### config.mk
export PLATFORM = sky130hd
export DESIGN_NAME = branch_history_cache
export DESIGN_NICKNAME = d
export VERILOG_FILES = /design/src/rtl/branch_history_cache.sv
export SDC_FILE = /design/constraint.sdc
export NUM_CORES = 1
export LEC_CHECK = 0
export CELL_PAD_IN_SITES_DETAIL_PLACEMENT = 1
export CELL_PAD_IN_SITES_GLOBAL_PLACEMENT = 1
export CORE_MARGIN = 5
export CORE_UTILIZATION = 53
export DETAILED_ROUTE_END_ITERATION = 10
export GPL_ROUTABILITY_DRIVEN = 0
export PLACE_DENSITY = 0.89
export SLEW_MARGIN = 20
export SYNTH_ARGS = -nofsm -noshare
export SYNTH_HDL_FRONTEND = slang
export SYNTH_SLANG_ARGS = --single-unit
### constraint.sdc
create_clock -name clk -period 5.5 [get_ports clk]
set_clock_uncertainty 0.05 [all_clocks]
set_input_delay 0.825 -clock clk [delete_from_list [all_inputs] [get_ports clk]]
set_output_delay 0.825 -clock clk [all_outputs]
set_load 0.03 [all_outputs]
### src/rtl/branch_history_cache.sv
// Set-associative branch history cache. Each entry keeps a short taken/not-taken
// shift register. Reads are registered with one cycle of latency. Updates either
// shift the history of the matching entry, or allocate a new entry and replace
// the LRU way when the set is full.
module branch_history_cache #(
   parameter int PC_W     = 10,
   parameter int SET_BITS = 4,
   parameter int WAYS     = 2,  // 2 or 4
   parameter int HIST_W   = 3
) (
   input  logic              clk,
   input  logic              rst,
   input  logic              flush,
   input  logic [PC_W-1:0]   pc,
   output logic [HIST_W-1:0] read_history,
   output logic              read_hit,
   input  logic              we,
   input  logic [PC_W-1:0]   update_pc,
   input  logic              branch_taken,
   output logic [HIST_W-1:0] update_history,
   output logic              evict,
   output logic [PC_W-1:0]   evict_pc
);

   localparam int SETS  = 1 << SET_BITS;
   localparam int AGE_W = $clog2(WAYS);
   localparam int TAG_W = PC_W - SET_BITS;

   typedef logic [AGE_W-1:0] age_t;

   logic              valid_q [SETS][WAYS];
   logic [TAG_W-1:0]  tag_q   [SETS][WAYS];
   logic [HIST_W-1:0] hist_q  [SETS][WAYS];
   age_t              age_q   [SETS][WAYS];

   logic [SET_BITS-1:0] rd_set, up_set;
   logic [TAG_W-1:0]    rd_tag, up_tag;

   assign rd_set = pc[SET_BITS-1:0];
   assign rd_tag = pc[PC_W-1:SET_BITS];
   assign up_set = update_pc[SET_BITS-1:0];
   assign up_tag = update_pc[PC_W-1:SET_BITS];

   logic              rd_hit;
   logic [HIST_W-1:0] rd_hist;

   // Lookup of the read port against the current array contents.
   always_comb begin
      rd_hit  = 1'b0;
      rd_hist = '0;
      for (int w = 0; w < WAYS; w++) begin
         if (valid_q[rd_set][w] && tag_q[rd_set][w] == rd_tag) begin
            rd_hit  = 1'b1;
            rd_hist = hist_q[rd_set][w];
         end
      end
   end

   logic              up_hit, inv_found, evict_now;
   age_t              hit_way, inv_way, lru_way, victim, old_age;
   logic [HIST_W:0]   hist_shift;
   logic [HIST_W-1:0] new_hist;

   // Selects the way touched by an update: the hit way, else the lowest invalid
   // way, else the way holding the oldest age.
   always_comb begin
      up_hit    = 1'b0;
      hit_way   = '0;
      inv_found = 1'b0;
      inv_way   = '0;
      lru_way   = '0;
      for (int w = 0; w < WAYS; w++) begin
         if (valid_q[up_set][w] && tag_q[up_set][w] == up_tag) begin
            up_hit  = 1'b1;
            hit_way = age_t'(w);
         end
         if (age_q[up_set][w] == age_t'(WAYS - 1))
            lru_way = age_t'(w);
      end
      // Scan downward so that the lowest-index invalid way is the one kept.
      for (int w = WAYS - 1; w >= 0; w--) begin
         if (!valid_q[up_set][w]) begin
            inv_found = 1'b1;
            inv_way   = age_t'(w);
         end
      end
      victim = up_hit ? hit_way : (inv_found ? inv_way : lru_way);
      // The recorded age of an invalid victim is used as its old age. Invalid
      // ways fill lowest-first from index-ordered ages, so this keeps the ages
      // of each set a permutation.
      old_age    = age_q[up_set][victim];
      hist_shift = {hist_q[up_set][victim], branch_taken};
      new_hist   = up_hit ? hist_shift[HIST_W-1:0] : HIST_W'(branch_taken);
      evict_now  = !up_hit && valid_q[up_set][victim];
   end

   // Array state, LRU ages and all registered outputs.
   always_ff @(posedge clk) begin
      if (rst) begin
         for (int s = 0; s < SETS; s++) begin
            for (int w = 0; w < WAYS; w++) begin
               valid_q[s][w] <= 1'b0;
               tag_q[s][w]   <= '0;
               hist_q[s][w]  <= '0;
               age_q[s][w]   <= age_t'(w);
            end
         end
         read_hit       <= 1'b0;
         read_history   <= '0;
         update_history <= '0;
         evict          <= 1'b0;
         evict_pc       <= '0;
      end else begin
         read_hit     <= flush ? 1'b0 : rd_hit;
         read_history <= flush ? '0 : rd_hist;
         evict        <= 1'b0;
         if (flush) begin
            for (int s = 0; s < SETS; s++) begin
               for (int w = 0; w < WAYS; w++) begin
                  valid_q[s][w] <= 1'b0;
                  age_q[s][w]   <= age_t'(w);
               end
            end
         end else if (we) begin
            valid_q[up_set][victim] <= 1'b1;
            tag_q[up_set][victim]   <= up_tag;
            hist_q[up_set][victim]  <= new_hist;
            for (int w = 0; w < WAYS; w++) begin
               if (age_t'(w) == victim)
                  age_q[up_set][w] <= '0;
               else if (age_q[up_set][w] < old_age)
                  age_q[up_set][w] <= age_q[up_set][w] + age_t'(1);
            end
            update_history <= new_hist;
            if (evict_now) begin
               evict    <= 1'b1;
               evict_pc <= {tag_q[up_set][victim], up_set};
            end
         end
      end
   end

endmodule

### Yosys cells after proc, flatten, opt, wreduce, memory -nomap -nowiden

Memory sizes are Yosys's and may differ from the RTL's.
Cells that the tools add are included.

| cells by class | value |
|---|---|
| $add $sub $neg | 2 |
| magnitude comparators | 4 |
| equal/unequal tests | 4 |
| mux-type cells | 144 |
| bitwise operators | 69 |
| reductions and logical operators | 15 |

Operators by type and width:

| operator | number |
|---|---|
| 2-to-1 mux 1 bit | 115 |
| OR 1 bit | 66 |
| 2-to-1 mux 6 bit | 7 |
| 2-to-1 mux 12 bit | 3 |
| equality test 6 bit | 4 |
| 2-to-1 mux 2 bit | 8 |
| 2-to-1 mux 4 bit | 4 |
| 2-to-1 mux 3 bit | 4 |
| OR reduction 12 bit | 1 |
| demux 6 bit (select 1 bit) | 1 |
| logical AND 1 bit | 6 |
| OR reduction 2 bit | 3 |
| OR reduction 6 bit | 1 |
| demux 3 bit (select 1 bit) | 1 |
| AND reduction 3 bit | 1 |
| OR reduction 3 bit | 1 |
| adder 1 bit (second input constant) | 2 |
| >= comparator 2 bit (second input constant) | 1 |
| less-than comparator 1 bit | 2 |
| less-than comparator 2 x 1 -> 1 bit (second input constant) | 1 |
| NOT 1 bit | 2 |
| NOT 1 -> 2 bit | 1 |
| AND reduction 2 bit | 1 |
| demux 1 bit (select 1 bit) | 1 |
| logical NOT 1 bit | 1 |

| word-level totals | value |
|---|---|
| register bits after elaboration | 18 |
| bits in writable memories | 352 |
| input port bits | 25 |
| output and inout port bits | 18 |
| logic and storage cells | 247 |
| memories kept | 4 |

Memory list:

| memory | words | bits a word | rd ports | clocked after Yosys merged registers in | write ports | RTL line | source |
|---|---|---|---|---|---|---|---|
| tag_q | 16 | 12 | 2 | 0 | 16 | 32 | `logic [TAG_W-1:0] tag_q [SETS][WAYS];` |
| hist_q | 16 | 6 | 2 | 0 | 16 | 33 | `logic [HIST_W-1:0] hist_q [SETS][WAYS];` |
| age_q | 16 | 2 | 1 | 0 | 16 | 34 | `age_t age_q [SETS][WAYS];` |
| valid_q | 16 | 2 | 2 | 0 | 16 | 31 | `logic valid_q [SETS][WAYS];` |

### Depth between registers and ports, before layout

Gate-level depths: netlist of run 1.
An unclocked memory read counts as a cell.

| depth | value |
|---|---|
| word-level depth | 20 |
| mapped depth | 16 |
| mapped depth without buffers | 9 |

### Worst setup path before layout of run 1

OpenSTA, ideal clock, no wires.

| timing | value |
|---|---|
| kind | input to register |
| from | input port update_pc[3] |
| to | memory hist_q[12][3] in the netlist's numbering (enable) |
| library setup time | 377 ps |
| arrival | 3992 ps |
| data required time | 5073 ps |
| setup slack | 1081 ps |
| stages on the path | 15 |
| path buffers | 6 |
| path through | buf_2 > buf_2 > buf_1 > mux4_2 > mux2i_1 > xor2_1 > nand4_1 > o31a_1 > or2_1 > a21oi_4 > buf_6 > nand3_2 > buf_2 > buf_2 > o21bai_1 |

RTL lines:

| element | RTL line | source |
|---|---|---|
| start, declared | 18 | `input logic [PC_W-1:0] update_pc,` |
| end, declared | 33 |  |

==> summary.txt, run 1 <==
Outcome
  • Outcome: finished clean

Timing
  • Max Freq: approximately 210 MHz
  • Setup TNS: 0 ns
  • Minimum clock period: 4.76 ns
  • RSZ-0062 raised after global routing: false
  • Final hold violations: 0
  • # setup viols final: 0
  • Least-Margin Pin Slew: 0.968 ns
  • Hold_ws: between 0.4 and 0.5 ns
  • Period utilisation layout: 86.6%
  • Max Slew Vio Count: 0
  • Relative slew slack: 35.4%

Place
  • Cell total after placement: 1883
  • # port buffers: 42
  • Post-DP HPWL: 46000 um
  • Cell Area, Placed: a little over 20000 um^2

Synthesis
  • Asr flop ratio synth: 0%
  • Synth Register Bits: 370
  • Seq/Total Area, Yosys: 54.7%
  • Synth area leader: edfxtp_1
  • Mapped Nets: roughly 1500
  • Yosys top cell area share: 49.3%
  • Synth Flop Type: edfxtp_1
  • Post-synth EDFFs: 318
  • Post-Synthesis Cells: ~1400
  • Synth warnings: 0
  • Synth area leaders: edfxtp_1 49%, mux4_2 21%, nor2_1 5.6%, dfxtp_1 5.4%, mux2i_1 2.1%
  • Post-Syn Area per Cell: between 10 and 15 um^2
  • Synth unique cells: 60
  • Mapped Area: 19400 um^2

Floorplanning
  • Chip Height: about 200 um
  • Total core area: 36300 um^2
  • I/O pins: between 40 and 50
  • Core Rows: 70
  • Die width: 201 um
  • Initial core utilization: 53.3%
  • Total die area: 40500 um^2

Run
  • Max-Cap Viols: 0

Finish
  • Sequential Area: 10600 um^2
  • ANT cells: 0
  • Fin util: around three fifths
  • Synth-to-Final Area Change: 12.2%
  • Finished Layout Cells: 1958
  • Nets@finish: about 1500
  • Final instance area: approximately 22000 um^2
  • Share of cells above drive strength 1: 25.1%
  • # fillers: 3370
  • Area of the multi-input gates: around 8000 um^2

Worst setup path
  • Most common cell on crit path: mux4_2
  • Crit Path Class: input pin to flip-flop
  • Crit path arrival time: 4.89 ns
  • CP max-delay cell: nand2b_1
  • Crit path max fanout: 36
  • Worst path max stage delay: 0.77 ns
  • CP Launch Type: input pin
  • Worst-path cell chain: buf_6 -> mux4_2 -> mux4_2 -> xor2_1 -> nor4_2 -> o211ai_1 -> or2_1 -> a21oi_4 -> nand3_1 -> nand2b_1
  • CP Capture Type: flip-flop
  • R2R Setup Slk: 1.10 ns
  • Kind of cell adding the most delay to the critical path: simple AND/OR/NAND/NOR gates
  • CP Buf/Inv Count: 1
  • Crit Reg-Reg Endpoint: tag_q[1][1]
  • Worst path required time: about 5.6 ns
  • Reg-to-reg startpoint: tag_q[0][4]
  • Reg2Reg Depth: 9

Detailed routing
  • Via/cell ratio: 7.44
  • Drt pass-1 iters: 6
  • Via count: 14600
  • Final WL: ~70000 um
  • First DRT Iteration DRCs: 2326
  • Remaining DRCs: 0
  • Final ANT Viol Nets: 0
  • Routed wire per std cell: 36.2 um

Clock tree
  • Worst-path clk slew: 0.06 ns
  • Max clock buf depth: 3
  • Clk root buf: clkbuf_16
  • Latest clock arrival within the worst-skew pair: 0.60 ns
  • Hold_buf cts: 0
  • CTS sink cnt: 370
  • CTS resizes: 0
  • Number of CTS-inserted buffers: 41
  • Postcts setup bufs: 0
  • CTS tree: built
  • Number of H-tree levels: 2

Hold path
  • HP Start: valid_q[6][0]
  • Hold Path Class: flip-flop to flip-flop
  • Hold depth: 2
  • Hold Path End: valid_q[6][0]

Pwr
  • Max IR drop VDD: around 0.00026 V
  • Power per Cell Area: approximately 310 nW/um^2
  • P_leak: a little over 7 nW

Global routing
  • Number of global-route vias before repair: 15200
  • Gr ovfl total: 0
  • First-pass GRT wire length: about 100000 um
  • Antenna violations before repair: 1
  • Largest net degree at the start of global routing: 72
  • All-Layer GR Usage: 34.8%
## sequential cells by signal, indices dropped and copies added (netlist names)
| name | flops |
|---|---|
| age_q | 32 |
| evict | 1 |
| update_history | 3 |
| read_hit | 1 |
| evict_pc | 10 |
| hist_q | 96 |
| tag_q | 192 |
| read_history | 3 |
| valid_q | 32 |
## cell usage after synthesis, drive strengths merged (3+ instances only)
master,number
mux2i,41
o221ai,4
a21o,3
o22ai,7
nor2,292
xor2,9
clkbuf,86
xnor2,16
a2bb2oi,5
o21bai,15
dfxtp,52
a21oi,7
a22o,5
nand2b,22
inv,12
nand2,78
or3,15
nand4,8
a211oi,9
nor4,3
mux2,11
nand3,17
nor2b,11
mux4,183
nor3,44
o21ai,53
o21a,3
nand3b,4
edfxtp,318
a31oi,6
and2,6
buf,62
## metal layers
metal | vias up | track usage [%] | wire (um) | share of wire, %
li1 | 5480 | - | - | -
met1 | 7367 | 43.1 | 23000 | 32
met2 | 1344 | 56.3 | 34000 | 48
met3 | 367 | 7.74 | 8380 | 12
met4 | 2 | 21.2 | 5480 | 7.7
met5 | - | 0 | 13 | 0.018
## layout by cell type (no fill, tap or decap), drive strengths merged, types with 9 or more instances in the layout
cell | netlist | final
a211oi | 9 | 9
buf | 62 | 100
clkbuf | 86 | 48
clkdlybuf4s50 | 0 | 34
clkinv | 2 | 20
dfxtp | 52 | 52
edfxtp | 318 | 318
inv | 12 | 14
mux2 | 11 | 11
mux2i | 41 | 41
mux4 | 183 | 183
nand2 | 78 | 78
nand2b | 22 | 22
nand3 | 17 | 17
nor2 | 292 | 292
nor2b | 11 | 11
nor3 | 44 | 44
o21ai | 53 | 53
o21bai | 15 | 15
or3 | 15 | 15
xnor2 | 16 | 16
xor2 | 9 | 9
## stage by stage
step,setup slack (ns),total power [W]
2_1_floorplan,1.08,0.00370
3_3_place_gp,0.571,0.00394
3_5_place_dp,0.301,0.00398
4_1_cts,0.853,0.00680
5_1_grt,0.678,0.00698
6_report,0.736,0.00683
## cell type report
type | instances | area share, %
timing repair buffer | 134 | 5.12
multi-input combinational | 897 | 36.9
clock inverter | 27 | 1.48
clock buffer | 48 | 4.84
inverter | 14 | 0.242
tap | 468 | 2.69
sequential | 370 | 48.7
## worst max-delay path by stage
| stage | start | slack (ns) | end | cells after the start |
|---|---|---|---|---|
| after floorplan | update_pc[3] | 1.08 | hist_q[12][3] | 15 |
| after global placement | update_pc[0] | 0.57 | age_q[4][1] | 11 |
| after detailed placement | update_pc[0] | 0.30 | tag_q[1][4] | 10 |
| after CTS | update_pc[0] | 0.85 | tag_q[1][1] | 10 |
| after global routing | update_pc[3] | 0.68 | tag_q[1][1] | 11 |
| final | update_pc[0] | 0.74 | tag_q[1][1] | 10 |
## cells by family after synthesis
| family | synth area share [%] |
|---|---|
| AOI/OAI and AO/OA | 4.64 |
| xor gates and xnor gates | 1.13 |
| buffers and inverters | 3.99 |
| DFF | 54.7 |
| muxes | 24.0 |
| and+or+nand+nor | 11.6 |
## tightest hold or removal path: cells and delay by family (launching register included)
| family | cells | cell delay (ns) |
|---|---|---|
| and+or+nand+nor | 2 | 0.11 |
| DFF | 1 | 0.32 |
## report_power, final
part           internal (W)  switching, W
clock network       0.00163       0.00124
registers           0.00314     0.0000697
logic              0.000311      0.000441
No activity file was read; power rests on OpenSTA's default activity.
==> run 2, diff against run 1 <==
--- a/config.mk
+++ b/config.mk
@@ -7,11 +7,12 @@
 export LEC_CHECK = 0
 export CELL_PAD_IN_SITES_DETAIL_PLACEMENT = 1
 export CELL_PAD_IN_SITES_GLOBAL_PLACEMENT = 1
-export CORE_MARGIN = 5
+export CORE_MARGIN = 2
 export CORE_UTILIZATION = 53
 export DETAILED_ROUTE_END_ITERATION = 10
 export GPL_ROUTABILITY_DRIVEN = 0
 export PLACE_DENSITY = 0.89
+export SKIP_LAST_GASP = 1
 export SLEW_MARGIN = 20
 export SYNTH_ARGS = -nofsm -noshare
 export SYNTH_HDL_FRONTEND = slang
==> summary.txt, run 2 (synthesized netlist as in run 1, its figures left out) <==
Pwr
  • Max IR drop VDD: between 0.0002 and 0.00025 V
  • P_leak: between 7 and 8 nW
  • Power per Cell Area: slightly above 300 nW/um^2

Timing
  • Hold_ws: ~0.42 ns
  • # setup viols final: 0
  • Max Freq: around 220 MHz
  • Relative slew slack: 42.2%
  • Max Slew Vio Count: 0
  • Final hold violations: 0
  • Setup TNS: 0 ns
  • Minimum clock period: 4.65 ns
  • Least-Margin Pin Slew: 0.864 ns
  • RSZ-0062 raised after global routing: false
  • Period utilisation layout: 84.5%

Worst setup path
  • Crit path arrival time: approximately 5.0 ns
  • CP Capture Type: flip-flop
  • Crit path max fanout: 37
  • Worst path required time: 5.84 ns
  • CP Launch Type: input pin
  • Crit Path Class: input pin to flip-flop

Clock tree
  • Latest clock arrival within the worst-skew pair: 0.56 ns
  • CTS tree: built
  • Number of CTS-inserted buffers: 41
  • Max clock buf depth: 3
  • CTS sink cnt: between 300 and 400
  • Worst-path clk slew: 0.06 ns
  • Postcts setup bufs: 0
  • Clk root buf: clkbuf_16
  • Number of H-tree levels: 2
  • Hold_buf cts: 0
  • CTS resizes: 0

Global routing
  • Number of global-route vias before repair: approximately 15000
  • Largest net degree at the start of global routing: approximately 70
  • Antenna violations before repair: 0
  • First-pass GRT wire length: 102000 um
  • Gr ovfl total: 0
  • All-Layer GR Usage: 37.1%

Run
  • Max-Cap Viols: 0

Finish
  • Share of cells above drive strength 1: 25.2%
  • Most frequent cells in the layout: 318 x edfxtp_1, 290 x nor2_1, 183 x mux4_2
  • Synth-to-Final Area Change: 12.2%
  • Commonest non-fill, non-tap cell in the layout: edfxtp_1
  • Largest registers: tag_q x192, hist_q x96
  • Max reg flops: 192
  • Nets@finish: 1488
  • Reg with most FFs: tag_q

Outcome
  • Outcome: finished clean

Place
  • # port buffers: 42
  • Post-DP HPWL: about 46000 um

Detailed routing
  • Routed wire per std cell: 35.5 um
  • First DRT Iteration DRCs: 2191
  • Remaining DRCs: 0
  • Via count: about 14000
  • Final ANT Viol Nets: 0
  • Final WL: 69600 um
  • Via/cell ratio: between 7 and 8
  • Drt pass-1 iters: 5

Hold path
  • Hold Path Class: flip-flop to flip-flop

Floorplanning
  • Chip Height: 195 um
  • Total core area: between 30000 and 40000 um^2
  • Die width: 195 um
  • I/O pins: 43
  • Total die area: 38100 um^2
  • Initial core utilization: 53.3%
  • Core Rows: 70
run 2: report_power, final:
| group | switching (W) | total (W) | internal, W |
|---|---|---|---|
| logic | 0.000442 | 0.000750 | 0.000308 |
| registers | 0.0000664 | 0.00321 | 0.00314 |
| clock network | 0.00115 | 0.00280 | 0.00166 |
run 2: cell type report:
| class | instances | area, um^2 |
|---|---|---|
| multi-input combinational | 897 | 8020 |
| tap | 468 | 586 |
| sequential | 370 | 10600 |
| fill | 3376 | 14600 |
| clock buffer | 60 | 1210 |
| antenna | 1 | 2.50 |
| inverter | 14 | 52.6 |
| timing repair buffer | 139 | 1140 |
| clock inverter | 14 | 145 |
run 2: per-stage QoR:
step | std cells | setup slack (ns) | cell area (um^2) | power, W | util [%]
2_1_floorplan | 1429 | 1.08 | 19400 | 0.00370 | -
3_3_place_gp | 1888 | 0.556 | 20400 | 0.00393 | 56.1
3_5_place_dp | 1888 | 0.204 | 20400 | 0.00398 | 56.1
4_1_cts | 1962 | 0.684 | 21700 | 0.00674 | 59.8
5_1_grt | 1962 | 0.753 | 21700 | 0.00690 | 59.8
6_report | 1963 | 0.851 | 21700 | 0.00676 | 59.8
run 2: worst max-delay path, cell delays in order:
cell and delay, ns:
buf_6 0.41, mux4_2 0.58, mux4_2 0.58, xor2_1 0.21, nor4_2 0.40, o211ai_1 0.26, or2_1 0.44, a21oi_4 0.31
buf_4 0.24, buf_4 0.30, nand2_4 0.19, nor2_1 0.22
run 2: final timing paths:
kind | start | end | slack (ns) | cells after the start
worst max-delay path | update_pc[0] | tag_q[15][0] | 0.85 | 12
worst min-delay path | valid_q[10][0] | valid_q[10][0] | 0.42 | 2
worst max register to register | tag_q[13][4] | tag_q[15][0] | 1.24 | 11
worst min register to register | valid_q[10][0] | valid_q[10][0] | 0.42 | 2
run 2: layer usage:
metal  GRT usage (%)  vias up  routed length, um  share of wire, %
met2            59.9     1221              33100                48
met4            24.7        0               5460               7.8
li1                -     5484                  -                 -
met3            8.84      371               8030                12
met5               0        -                  0                 0
met1            44.7     7201              23000                33
